<file path="src/rtl/id_ex_reg.sv">
// ID/EX pipeline register with bubble insertion, operand forwarding muxes and perf counters.
// Latency: 1 cycle ID -> EX fields; operands combinational from registered state and fwd selects.
// Backpressure: hold freezes all state; stall/flush load a bubble; no ready handshake.
module id_ex_reg #(
    parameter int XLEN  = 32,
    parameter int CNT_W = 16
) (
    input  logic             clk,
    input  logic             rst,
    input  logic             hold,
    input  logic             stall,
    input  logic             flush,
    input  logic             id_valid,
    input  logic [4:0]       id_rs1,
    input  logic [4:0]       id_rs2,
    input  logic [4:0]       id_rd,
    input  logic [1:0]       id_inst,
    input  logic [XLEN-1:0]  id_rs1_data,
    input  logic [XLEN-1:0]  id_rs2_data,
    input  logic [XLEN-1:0]  id_imm,
    input  logic             id_use_imm,
    input  logic [1:0]       fwd_A,
    input  logic [1:0]       fwd_B,
    input  logic [XLEN-1:0]  exmem_alu,
    input  logic [XLEN-1:0]  mem_result,
    input  logic [XLEN-1:0]  wb_result,
    output logic             ex_valid,
    output logic [4:0]       ex_rs1,
    output logic [4:0]       ex_rs2,
    output logic [4:0]       ex_rd,
    output logic [1:0]       ex_inst,
    output logic [XLEN-1:0]  ex_op_a,
    output logic [XLEN-1:0]  ex_op_b,
    output logic [XLEN-1:0]  ex_store_data,
    output logic [CNT_W-1:0] bubble_cnt,
    output logic [CNT_W-1:0] flush_cnt
);

    logic [XLEN-1:0] rs1_data_q;
    logic [XLEN-1:0] rs2_data_q;
    logic [XLEN-1:0] imm_q;
    logic            use_imm_q;
    logic [XLEN-1:0] fwd_a_val;
    logic [XLEN-1:0] fwd_b_val;

    function automatic logic [CNT_W-1:0] sat_inc(input logic [CNT_W-1:0] c);
        return (&c) ? c : c + 1'b1;
    endfunction

    always_ff @(posedge clk) begin
        if (rst) begin
            ex_valid   <= 1'b0;
            ex_rs1     <= '0;
            ex_rs2     <= '0;
            ex_rd      <= '0;
            ex_inst    <= '0;
            rs1_data_q <= '0;
            rs2_data_q <= '0;
            imm_q      <= '0;
            use_imm_q  <= 1'b0;
            bubble_cnt <= '0;
            flush_cnt  <= '0;
        end else if (!hold) begin
            if (flush || stall || !id_valid) begin
                ex_valid   <= 1'b0;
                ex_rs1     <= '0;
                ex_rs2     <= '0;
                ex_rd      <= '0;
                ex_inst    <= '0;
                rs1_data_q <= '0;
                rs2_data_q <= '0;
                imm_q      <= '0;
                use_imm_q  <= 1'b0;
            end else begin
                ex_valid   <= 1'b1;
                ex_rs1     <= id_rs1;
                ex_rs2     <= id_rs2;
                // No write-back means no rd, so the forwarding unit's rd!=0 check blocks it
                ex_rd      <= (id_inst == 2'b00) ? 5'd0 : id_rd;
                ex_inst    <= (id_rd == 5'd0) ? 2'b00 : id_inst;
                rs1_data_q <= id_rs1_data;
                rs2_data_q <= id_rs2_data;
                imm_q      <= id_imm;
                use_imm_q  <= id_use_imm;
            end
            if (flush)
                flush_cnt <= sat_inc(flush_cnt);
            else if (stall)
                bubble_cnt <= sat_inc(bubble_cnt);
        end
    end

    always_comb begin
        case (fwd_A)
            2'b00:   fwd_a_val = rs1_data_q;
            2'b01:   fwd_a_val = exmem_alu;
            2'b10:   fwd_a_val = mem_result;
            default: fwd_a_val = wb_result;
        endcase
        case (fwd_B)
            2'b00:   fwd_b_val = rs2_data_q;
            2'b01:   fwd_b_val = exmem_alu;
            2'b10:   fwd_b_val = mem_result;
            default: fwd_b_val = wb_result;
        endcase
    end

    assign ex_op_a       = fwd_a_val;
    assign ex_op_b       = use_imm_q ? imm_q : fwd_b_val;
    assign ex_store_data = fwd_b_val;

endmodule

</file>
<file path="config.mk">
export PLATFORM = sky130hd
export DESIGN_NAME = id_ex_reg
export DESIGN_NICKNAME = d
export VERILOG_FILES = /design/src/rtl/id_ex_reg.sv
export SDC_FILE = /design/constraint.sdc
export NUM_CORES = 1
export LEC_CHECK = 0
export CAP_MARGIN = 20
export CELL_PAD_IN_SITES_DETAIL_PLACEMENT = 1
export CELL_PAD_IN_SITES_GLOBAL_PLACEMENT = 1
export CORE_MARGIN = 2
export CORE_UTILIZATION = 30
export CTS_BUF_LIST = sky130_fd_sc_hd__clkbuf_16
export DETAILED_ROUTE_END_ITERATION = 16
export HOLD_SLACK_MARGIN = 0.05
export PLACE_DENSITY_LB_ADDON = 0.2
export SLEW_MARGIN = 15
export SYNTH_ARGS = -nofsm -noshare
export SYNTH_HDL_FRONTEND = slang
export SYNTH_SLANG_ARGS = --single-unit
</file>
<file path="constraint.sdc">
create_clock -name clk -period 3 [get_ports clk]
set_input_delay 0.6 -clock clk [delete_from_list [all_inputs] [get_ports clk]]
set_output_delay 0.6 -clock clk [all_outputs]
set_load 0.01 [all_outputs]
</file>
# Yosys cells after proc, flatten, opt, wreduce, memory -nomap -nowiden
# Index checks and enable logic that the tools add are counted.
# word_totals
reg_bits	147
input_bits	220
out_inout_bits	146
wordCells	46
# op_classes
addsub	2
n_eq_ne	4
muxes	14
bitwise_logic	4
reduce_logical	11
# ops
op	n
$pmux 32 s3	2
$mux 32	4
$add 16x1->16 const B	2
$reduce_and 16->1	2
$mux 5	4
$logic_not 2->1	3
$logic_not 5->1	1
$eq 2x1->1 const B	2
$eq 2x2->1 const B	2
$mux 2	2
$not 1->1	4
$reduce_and 4->1	1
$reduce_and 3->1	1
$logic_or 1x1->1	2
$mux 1	2
$logic_not 1->1	1

# Logic depth before layout (Yosys ltp)
# Gate-level depths: netlist (run 1).
# depth
word_depth	3
mapped_depth	6
depth_no_buf	5

# Least setup slack after synthesis (run 1)
# No wires, ideal clock.
# synth_path
path_kind	input to output
startpoint	in fwd_B[1]
endpoint	out ex_op_b[0]
arrival_ns	2.006
t_required_ns	2.400
path_slack_ns	0.394
path_stages	4
n_path_buf	2
cell_sequence	clkbuf_1 > buf_2 > mux4_2 > mux2_2
# synth_between
elab_chain_cells	3
elab_cells_between_ends	5
classes_between	2 x eq/ne; 2 x mux; 1 x reduce/logical
# synth_rtl
item	line	text
from (decl)	23	input logic [1:0] fwd_B,
$eq 2x2->1 (tied with other cells)	100	case (fwd_B)
$pmux 32 s3 *	100	
via ex_store_data[0]	34	output logic [XLEN-1:0] ex_store_data,
$mux 32 *	109	assign ex_op_b = use_imm_q ? imm_q : fwd_b_val;
to (decl)	33	output logic [XLEN-1:0] ex_op_b,
# The timed path passes the listed nets; every way through them passes the cells marked *.

# Worst setup path after layout (run 1)
# layout_path
startpoint	in wb_result[28]
endpoint	out ex_op_b[28]
# layout_between
elab_chain_cells	2
# layout_rtl
item	line	text
from (decl)	26	input logic [XLEN-1:0] wb_result,
$pmux 32 s3	100	
$mux 32	109	
# Every way passes these cells.

==> flow_summary_export.csv, run 1 <==
group,metric,value,unit
die,dieArea,0.0259,mm2
global_routing,grt_pass1_wl,47300,um
global_routing,grt_use_met3,0.0881,
setup_path,crit_slowest_cell,"mux4_2",
sta,finalSetupViolCount,0,
setup_path,arrival,2.35,ns
placement,place.gp.congestion,0.800,
placement,port-buffer-count,365,
drt,ant_nets,0,
global_routing,gr-usage-met2,0.419,
clock_network,cts_buffers,17,
yosys,syn_avg_cell_area,10.5,um2
yosys,syn_nets,925,
clock_network,clk_path_buf_depth,2,
setup_path,critPathMaxStageDelay,0.55,ns
drt,drc,0,
sta,tns,0,ns
setup_path,path_max_fanout,2,
power_and_ir_drop,vdd_ir_drop_max,0.339,mV
clock_network,clkLatencyLatePin,0.43,ns
clock_network,cts_resized,0,
yosys,synth-xor-area-share,0,
min_path,hp-class,"flop to flop",
clock_network,cts_tree,"yes",
setup_path,setup.worst_path.end_class,"output pin",
setup_path,path_cells,"clkdlybuf4s50_1, mux4_2, mux2_2, clkdlybuf4s50_1",
layout,drive_gt1_frac,0.157,
global_routing,top_usage_layer,"met2",
yosys,synth_edf_count,0,
yosys,synth_top_family_by_area,"multiplexers",
clock_network,root_buffer,"clkbuf_16",
yosys,yosysWarnings,0,
yosys,ys_seq_area_frac,0.398,
sta,tightestPinTransition,1.08,ns
global_routing,antenna_found_initial,5,
yosys,synth_cells,703,
die,die_h,161,um
layout,nFillCells,2624,
layout,area_growth,63.2,%
die,core_area,0.0242,mm2
sta,period_share,0.985,
drt,viasPerCell,5.35,
yosys,ys.flop_type,"dfxtp_1",
global_routing,grtUsageMet1,0.268,
setup_path,crit_top_cell,"clkdlybuf4s50_1",
clock_network,cts_htree_levels,4,
sta,clock.fmax,338,MHz
sta,hold_viol,0,
yosys,ys_seq_elements,147,
sta,relSlewSlack,0.282,
die,num_io_pins,366,
drt,vias,7400,
yosys,async_reset_ff_frac,0,
drt,firstDrtPassIters,4,
die,initial_utilization,0.305,
setup_path,crit_required,2.40,ns
global_routing,grt-ovfl-total,0,
setup_path,path_class,"input pin to output pin",
clock_network,clkSinkCount,147,
layout,final_nets,1263,
run,cap_viol_max_count,0,
power_and_ir_drop,pwr_density_cell,451,mW/mm2
placement,dpl.hpwl,22600,um
setup_path,start_kind,"input pin",
sta,fin_worst_skew,0.0151,ns
drt,drtIter0Drc,340,
yosys,synth.area.mux_share,0.251,
drt,routedWlPerCell,22.6,um
sta,rsz0062_at_grt,"false",
clock_network,clkTransAtPathRegs,0.06,ns
clock_network,cts_hold_repair.buffers,0,
layout,final_common_cell,"clkdlybuf4s50_1",
yosys,yosys.area_share.simple,0.144,
sta,maxSlewViolCount,0,
layout,layout_common_cells,"clkdlybuf4s50_1 (358), dfxtp_1 (146), nor2_1 (129)",
global_routing,grt_pass1_vias,8144,
yosys,synth_adder_area_share,0.00338,
power_and_ir_drop,p_leak,4.19,nW
yosys,syn_area,0.00740,mm2
drt,routed_wl,31200,um
sta,period_needed,2.95,ns
global_routing,grt_use_total,0.238,
die,row_count,57,
yosys,synth_cell_types,51,
run_status,status,"finished, final reports clean",
clock_network,cts_setup_buffers,0,
sta,whs,0.510,ns
global_routing,grt_max_degree,93,
yosys,synth_compound_area_frac,0.166,
die,dieWidth,161,um
==> registers in the layout (all words and copies together), names as in the netlist <==
name and count:
imm_q 32, rs1_data_q 32, rs2_data_q 32, bubble_cnt 16
flush_cnt 16, ex_rd 5, ex_rs1 5, ex_rs2 5
ex_inst 2, ex_valid 1, use_imm_q 1
==> critical path, delay by kind of cell <==
family | cells | cell delay (ns)
buf+inv | 2 | 0.91
mux | 2 | 0.84
==> per-stage QoR <==
stage                     worst slack [ns]  std cells  power (mW)  utilization  cell area (um2)
after detailed placement            0.0327       1346        3.12        0.471            11400
after global routing               0.00410       1381        5.67        0.498            12100
final                               0.0457       1382        5.44        0.498            12100
after CTS                           0.0324       1377        5.52        0.498            12100
after global placement              0.0382       1346        3.11        0.471            11400
after floorplan                      0.394        703        2.44            -             7400
==> final timing paths <==
check	startpoint	endpoint	slack (ns)	cells past startpoint
worst max-delay path	wb_result[28]	ex_op_b[28]	0.05	4
worst min-delay path	ex_rs2[0]	ex_rs2[0]	0.51	2
worst max register to register	bubble_cnt[0]	bubble_cnt[11]	0.79	6
worst min register to register	ex_rs2[0]	ex_rs2[0]	0.51	2
==> layer usage <==
metal | vias to the layer above | part of all wire
li1 | 3402 | -
met1 | 3702 | 0.39
met2 | 260 | 0.51
met3 | 36 | 0.083
met4 | 0 | 0.020
met5 | - | 0
==> cells by family after synthesis <==
family | Yosys count
AND/OR/NAND/NOR | 214
AO/OA/AOI/OAI | 172
flip-flops | 147
multiplexers | 101
buffers and inverters | 67
adder cells (fa/ha/maj) | 2
==> cell type report <==
type                    instances  area (um2)  share of cell area
diodes                          5        12.5             0.00104
well taps                     324         405              0.0336
repair buffers                383        3890               0.322
inverters                       3        11.3            0.000932
clock inverters                14         211              0.0175
multi-input cells             489        4180               0.346
flip-flops and latches        147        2940               0.244
clock buffers                  17         425              0.0352
==> Yosys cell counts, drive strengths merged (4+ instances only) <==
cell	number	area (um2)
nand2	13	48.8
mux4	64	1440
nor4	7	58.8
clkbuf	40	151
nand2b	7	51.3
or3	9	58.8
buf	24	123
and3	4	25.0
o31ai	9	67.6
nand4	7	50.1
a21oi	22	110
a31oi	6	37.5
mux2	35	394
nor3	6	30.0
dfxtp	147	2940
or4	10	78.8
a22oi	114	856
nand3	8	52.6
o21ai	7	35.0
nor2	129	484
==> where the power goes <==
part	switching [mW]	leakage, nW	internal (mW)
combinational	0.415	2.70	0.666
clock	0.896	0.306	1.47
sequential	0.0187	1.19	1.98
total	1.33	4.19	4.12
(Power assumes the default switching activity.)
==> run 2, diff against run 1 <==
Settings changed: RECOVER_POWER set to 100.
==> run 2 against run 1 <==
Cell count stayed put. Sequential power hardly changed. Utilization is 0.30 points lower. Critical path type unchanged.
==> flow_summary_export.csv, run 2 (synthesis gave the netlist of run 1 again) <==
group,metric,value,unit
drt,firstDrtPassIters,4,
clock_network,clkTransAtPathRegs,0.06,ns
drt,routedWlPerCell,22.6,um
sta,period_needed,2.95,ns
layout,final_common_cell,"clkdlybuf4s50_1",
sta,maxSlewViolCount,0,
setup_path,reg2reg_slack,0.55,ns
min_path,min_delay_worst_endpoint,"flush_cnt[13]",
layout,final_nets,1263,
layout,nFillCells,2632,
drt,viasPerCell,5.37,
layout,multi_input_area,0.00413,mm2
clock_network,cts_tree,"yes",
placement,placed_cells,1346,
setup_path,rr_startpoint,"flush_cnt[10]",
placement,dpl.hpwl,22600,um
global_routing,grt-ovfl-total,0,
setup_path,r2r_cells,4,
drt,drtIter0Drc,348,
setup_path,rr_endpoint,"flush_cnt[0]",
global_routing,antenna_found_initial,5,
global_routing,grt_pass1_wl,47300,um
setup_path,setup.worst_path.end_class,"output pin",
layout,stdcell_count,1382,
power_and_ir_drop,p_leak,4.36,nW
die,dieArea,0.0259,mm2
die,dieWidth,161,um
power_and_ir_drop,pwr_density_cell,451,mW/mm2
clock_network,clk_path_buf_depth,2,
sta,relSlewSlack,0.282,
placement,port-buffer-count,365,
sta,finalSetupViolCount,0,
global_routing,grt_use_total,0.238,
setup_path,path_class,"input pin to output pin",
drt,vias,7428,
layout,reg_top3,"imm_q (32), rs1_data_q (32), rs2_data_q (32)",
clock_network,root_buffer,"clkbuf_16",
global_routing,grt_pass1_vias,8144,
die,initial_utilization,0.305,
setup_path,path_max_fanout,2,
layout,area_growth,62.2,%
setup_path,crit_required,2.40,ns
power_and_ir_drop,vdd_ir_drop_max,0.338,mV
placement,dpl_worst_slack,0.0327,ns
sta,period_share,0.982,
die,die_h,161,um
clock_network,clkSinkCount,147,
sta,whs,0.503,ns
sta,rsz0062_at_grt,"false",
clock_network,cts_htree_levels,4,
clock_network,cts_hold_repair.buffers,0,
drt,routed_wl,31200,um
setup_path,arrival,2.35,ns
clock_network,cts_buffers,17,
sta,fin_worst_skew,0.0147,ns
min_path,hold_start,"flush_cnt[13]",
sta,hold_viol,0,
global_routing,grt_max_degree,93,
drt,ant_nets,0,
die,row_count,57,
sta,tightestPinTransition,1.08,ns
power_and_ir_drop,p_total,5.42,mW
layout,drive_gt1_frac,0.148,
sta,worst_slack,0.0536,ns
placement,place.gp.congestion,0.800,
min_path,holdPathStages,2,
layout,layout_common_cells,"clkdlybuf4s50_1 (266), dfxtp_1 (146), nor2_1 (129)",
run,cap_viol_max_count,0,
die,num_io_pins,366,
run_status,status,"finished, final reports clean",
sta,tns,0,ns
layout,seq_area,0.00294,mm2
clock_network,clkLatencyLatePin,0.43,ns
sta,clock.fmax,339,MHz
min_path,hp-class,"flop to flop",
die,core_area,0.0242,mm2
drt,drc,0,
setup_path,start_kind,"input pin",
## run 2: cell types whose count changed in the layout (fill, tap and decap cells not counted), moves of 2 or more
cell / previous run / this run
dlygate4sd3_1: 0 / 92
buf_12: 10 / 8
clkbuf_1: 0 / 2
clkdlybuf4s50_1: 358 / 266
## run 2: area by class of cell
type | count | share of cell area
multi-input combinational | 489 | 0.344
timing repair buffer | 383 | 0.322
sequential | 147 | 0.245
clock buffer | 17 | 0.0354
tap | 324 | 0.0338
clock inverter | 14 | 0.0176
antenna | 5 | 0.00104
inverter | 3 | 0.000938
## run 2: how the worst max path moves through the flow
stage	start	depth (start not counted)	to	slack (ns)
after floorplan	fwd_B[1]	4	ex_op_b[0]	0.39
after global placement	fwd_B[1]	5	ex_op_b[28]	0.04
after detailed placement	fwd_B[1]	5	ex_op_b[25]	0.03
after CTS	fwd_B[1]	5	ex_op_b[25]	0.03
after global routing	flush	6	rs1_data_q[6]	0.005
final	wb_result[1]	4	ex_op_b[1]	0.05
## run 2: metrics by stage
step	util	instance area, um2
2_1_floorplan	-	7400
3_3_place_gp	0.471	11400
3_5_place_dp	0.471	11400
4_1_cts	0.498	12100
5_1_grt	0.495	12000
6_report	0.495	12000
## run 2: report_power, final
part / switching (mW) / internal, mW
Combinational: 0.411 / 0.640
Clock: 0.898 / 1.47
Sequential: 0.0183 / 1.98
## run 2: repair_timing
item / in CTS / in global routing
setup endpoints to repair: 0 / 1
resized for setup: 0 / 1
buffers inserted: 0 / 0
## run 2: worst max-delay path: stages
cell and delay, ns:
clkdlybuf4s50_1 0.43, mux4_2 0.50, mux2_2 0.29, clkdlybuf4s50_1 0.52
## run 2: per-layer routing
layer | part of all wire | vias up | global-route usage
li1 | - | 3406 | -
met1 | 0.38 | 3727 | 0.268
met2 | 0.51 | 255 | 0.419
met3 | 0.085 | 40 | 0.0881
met4 | 0.020 | 0 | 0.0710
met5 | 0 | - | 0
==> edit 1, RTL diff (flow settings as in run 1) <==
The parameter `CNT_W` goes from 16 to 24.
--- a/src/rtl/id_ex_reg.sv
+++ b/src/rtl/id_ex_reg.sv
@@ -3,7 +3,7 @@
 // Backpressure: hold freezes all state; stall/flush load a bubble; no ready handshake.
 module id_ex_reg #(
     parameter int XLEN  = 32,
-    parameter int CNT_W = 16
+    parameter int CNT_W = 24
 ) (
     input  logic             clk,
     input  logic             rst,
Interface: changed (resized bubble_cnt and flush_cnt); port bits go from 366 to 382. No check against the original RTL was run, so the function may have changed too.
==> edit 1 against run 1 <==
  * Synthesized area rose by 10%
  * Power fell by 0.48%
  * Cell area rose by 6.9%
  * Global-route usage fell by 0.31 points
  * Worst setup slack improved by 0.011 ns
  * Clock skew fell by 0.0074 ns
  * Wire length rose by 7.7%
  * Sequential cell count rose by 16
  * Largest power group is now registers
  * Critical path depth did not move
  * Fmax rose by 0.39%
==> edit 1: results (changes against run 1) <==
leakagePower_nw: 4.45  # was 4.19 nW
syn-num-nets: 1020  # was 925
crit_slowest_cell: "clkdlybuf4s50_1"  # was mux4_2
synthCells: 798  # was 703
status: "finished clean"  # unchanged
synth_cell_types: 49  # was 51
vias_per_cell: 5.34  # was 5.35
grt_pass1_wl_microns: 51200  # was 47300 microns
crit_start: "wb_result[29]"  # was wb_result[28]
place_congestion: 0.810  # was 0.800
peakVddDrop_mv: 0.418  # was 0.339 mV
hp-start: "ex_valid"  # was ex_rs2[0]
synth_common_cells: "dfxtp_1, nor2_1, a22oi_1, mux4_2, clkbuf_1"  # unchanged
dpl_worst_slack_ns: 0.0570  # was 0.0327 ns
detailed_place_hpwl_microns: 24600  # was 22600 microns
drive_above_1_share_pct: 14.5  # was 15.7%
placedCellCount: 1470  # was 1346
yosys_warnings: 0  # unchanged
ys_seq_area_share_pct: 39.9  # was 39.8%
timing.rr.start: "flush_cnt[0]"  # was bubble_cnt[0]
placed_area_sq_um: 12300  # was 11400 sq um
drt_iter0_markers: 352  # was 340
slowest_delay_ns: 0.54
skew_ns: 0.00765  # was 0.0151 ns
port_buffers: 381  # was 365
first_pass_iters: 8  # was 4
grt_max_degree: 114  # was 93
fin_nets: 1370  # was 1263
grt_usage_pct: 23.4  # was 23.8%
grt_pass1_vias: 8626  # was 8144
reg_top3: "imm_q: 32 flops, rs1_data_q: 32 flops, rs2_data_q: 32 flops"  # unchanged
slew_headroom_pct: 37.6  # was 28.2%
wire_per_inst_microns: 22.3  # was 22.6 microns
==> edit 1: cell types whose count changed after synthesis, sizes merged, moves of 4 or more <==
cell,run 1,this run
clkbuf,40,57
o21ai,7,13
nor2,129,152
dfxtp,147,163
xor2,0,10
a211oi,0,5
buf,24,13
a31oi,6,0
nand2b,7,2
xnor2,0,16
nand4,7,15
nand2,13,17
nand3,8,15
==> edit 1: final timing paths <==
path                   end  slack [ns]  cells after the start
max            ex_op_b[29]        0.06                      4
max reg2reg  flush_cnt[18]        0.67                      7
min reg2reg       ex_valid        0.50                      2
min               ex_valid        0.50                      2
==> edit 1: layer usage <==
metal	global-route usage, %	wire (microns)	vias up
met5	0	41	-
met4	7.21	637	6
met3	8.67	2720	41
met2	40.9	17200	256
met1	26.7	13100	4020
li1	-	-	3727
==> edit 1: report_power, final <==
part           switching (mW)  internal (mW)  leakage, nW
registers              0.0174           2.19         1.32
logic                   0.419          0.656         2.87
clock network           0.990           1.15        0.258
total                    1.43           3.99         4.45
==> edit 1: final cells by class <==
| class | count | area (sq um) |
|---|---|---|
| Clock inverter | 15 | 133 |
| Antenna cell | 6 | 15.0 |
| Inverter | 5 | 18.8 |
| Fill cell | 2943 | 14000 |
| Sequential cell | 163 | 3260 |
| Clock buffer | 17 | 425 |
| Timing Repair Buffer | 401 | 4020 |
| Multi-Input combinational cell | 560 | 4610 |
| Tap cell | 341 | 427 |
==> edit 1: logic make-up (layout without fill, tap and decap cells) <==
group / Yosys count / count (layout) / share of synthesized area [%]
simple gates: 265 / 265 / 15.9
compound gates: 165 / 165 / 14.4
flops: 163 / 163 / 39.9
mux: 102 / 102 / 22.8
buf+inv: 75 / 438 / 3.86
xor+xnor: 26 / 26 / 2.78
fa+ha+maj: 2 / 2 / 0.306
other cells: 0 / 6 / 0
==> edit 2, RTL diff (config.mk and constraints of run 1) <==
Made on the original files. Reset style: asynchronous (`rst`), changed in one clocked block.
--- a/src/rtl/id_ex_reg.sv
+++ b/src/rtl/id_ex_reg.sv
@@ -47,7 +47,7 @@
         return (&c) ? c : c + 1'b1;
     endfunction
 
-    always_ff @(posedge clk) begin
+    always_ff @(posedge clk or posedge rst) begin
         if (rst) begin
             ex_valid   <= 1'b0;
             ex_rs1     <= '0;
Behaviour: differs if rst is asserted again (counterexample within 4 cycles, from zero or initial values and one cycle with rst high); with rst held inactive, the same outputs for 4 cycles.
==> edit 2 against run 1 <==
  * Power up 12%
  * Worst setup slack improved by 0.013 ns
  * Wire length shrank 5.4%
  * Sequential cell count unchanged
  * Cell area increased by 1.5%
  * Clock skew fell by 0.0063 ns
  * Synthesized area increased by 1.6%
  * Critical path depth unchanged
  * Die area is 1.6% higher
  * Largest cell class is now buffers
  * Largest power group unchanged
==> edit 2: results (changes against run 1) <==
slew_headroom_pct: 60.0  # was 28.2%
drive_above_1_share_pct: 18.1  # was 15.7%
antenna_found_initial: 6  # was 5
numCtsBuffers: 17  # unchanged
fillerInstances: 2486  # was 2624
crit_end: "ex_op_b[5]"  # was ex_op_b[28]
r2r-end: "bubble_cnt[1]"  # was bubble_cnt[11]
reg_top3: "imm_q: 32 flops, rs1_data_q: 32 flops, rs2_data_q: 32 flops"  # unchanged
async_reset_ff_share_pct: 100  # was 0%
vias: 6425  # was 7400
clk_latency_ns: 0.42
highest_layer: "met5"  # was met4
hp-start: "ex_valid"  # was ex_rs2[0]
htreeDepth: 4  # unchanged
synth_common_cells: "dfrtp_1, a22o_1, mux4_2, mux2_2, clkbuf_1"  # was dfxtp_1, nor2_1, a22oi_1, mux4_2, clkbuf_1
detailed_place_hpwl_microns: 22000  # was 22600 microns
synth_flop_cell: "dfrtp_1"  # was dfxtp_1
grt_pass1_wl_microns: 45100  # was 47300 microns
final_cells: 1221  # was 1382
leakagePower_nw: 5.09  # was 4.19 nW
rr_worst_depth: 5  # was 6
drt_iter0_markers: 304  # was 340
dr_wl_met2_microns: 15100  # was 15900 microns
grt_usage_pct: 22.7  # was 23.8%
placed_area_sq_um: 11600  # was 11400 sq um
crit_start: "wb_result[5]"  # was wb_result[28]
worst-r2r-setup-slack_ns: 0.93  # was 0.79 ns
synth-xor-area-share_pct: 2.79  # was 0%
min_path_cells: 1  # was 2
drt-met1-wl_microns: 11400  # was 12100 microns
muxShareOfSynthArea_pct: 24.7  # was 25.1%
place_congestion: 0.877  # was 0.800
peakVddDrop_mv: 0.259  # was 0.339 mV
status: "finished clean"  # unchanged
syn_area_per_cell_sq_um: 14.4  # was 10.5 sq um
wl_met3_microns: 2420  # was 2580 microns
synth.area.top_cells: "dfrtp_1, mux4_2, a22o_1, mux2_2, xnor2_1"  # was dfxtp_1, mux4_2, a22oi_1, nor2_1, mux2_2
grt_pass1_vias: 7496  # was 8144
synth-compound-area-share_pct: 14.2  # was 16.6%
skew_ns: 0.00878  # was 0.0151 ns
synthAdderAreaFrac_pct: 0.333  # was 0.338%
totalWireLength_microns: 29500  # was 31200 microns
timing.rr.start: "bubble_cnt[0]"  # unchanged
min_to: "ex_valid"  # was ex_rs2[0]
fin_nets: 1103  # was 1263
netSwitchingPower_mw: 1.67  # was 1.33 mW
synth_cell_types: 43  # was 51
dpl_worst_slack_ns: 0.0504  # was 0.0327 ns
grt_max_degree: 109  # was 93
whs_ns: 0.494  # was 0.510 ns
fin_ws_ns: 0.0583  # was 0.0457 ns
port_buffers: 365  # unchanged
syn-num-nets: 745  # was 925
ys_seq_area_share_pct: 48.9  # was 39.8%
[edit 2: changes by cell type after synthesis, moves of 18 or more]
| cell | before | now |
|---|---|---|
| dfrtp_1 | 0 | 147 |
| dfxtp_1 | 147 | 0 |
| nor2_1 | 129 | 10 |
| a22o_1 | 0 | 114 |
| a22oi_1 | 114 | 0 |
| a21oi_1 | 22 | 4 |
[edit 2: logic make-up (layout without fill, tap and decap cells)]
logic type / Yosys count / in the layout
DFF: 147 / 147
AOI/OAI and AO/OA: 124 / 124
muxes: 101 / 101
and+or+nand+nor: 77 / 77
buffers and inverters: 48 / 418
xor gates and xnor gates: 24 / 24
adders and majority gates: 2 / 2
other: 0 / 4
[edit 2: power by group through the flow]
| stage | clock (mW) | sequential [mW] | combinational [mW] |
|---|---|---|---|
| 6_report | 2.29 | 2.28 | 1.52 |
| 5_1_grt | 2.42 | 2.30 | 1.63 |
| 4_1_cts | 2.34 | 2.27 | 1.54 |
| 3_5_place_dp | 0 | 2.31 | 1.53 |
| 3_3_place_gp | 0 | 2.29 | 1.50 |
| 2_1_floorplan | 0 | 2.30 | 0.564 |
[edit 2: cell type report]
cell class,instances,area (sq um),area share (%)
timing repair buffer,384,3900,31.8
tap,324,405,3.31
clock buffer,17,425,3.47
multi-input combinational,328,3640,29.7
antenna,4,10.0,0.0816
inverter,3,15.0,0.122
clock inverter,14,186,1.52
sequential,147,3680,30.0
[edit 2: per-layer routing]
layer,GRT usage (%),vias to the layer above
li1,-,2821
met4,7.76,2
met3,8.02,38
met2,38.8,260
met5,0,-
met1,26.5,3304
[edit 2: critical path: stages]
cell and delay [ns]:
clkdlybuf4s50_1 0.42, mux4_2 0.55, mux2_2 0.29, clkdlybuf4s50_1 0.48
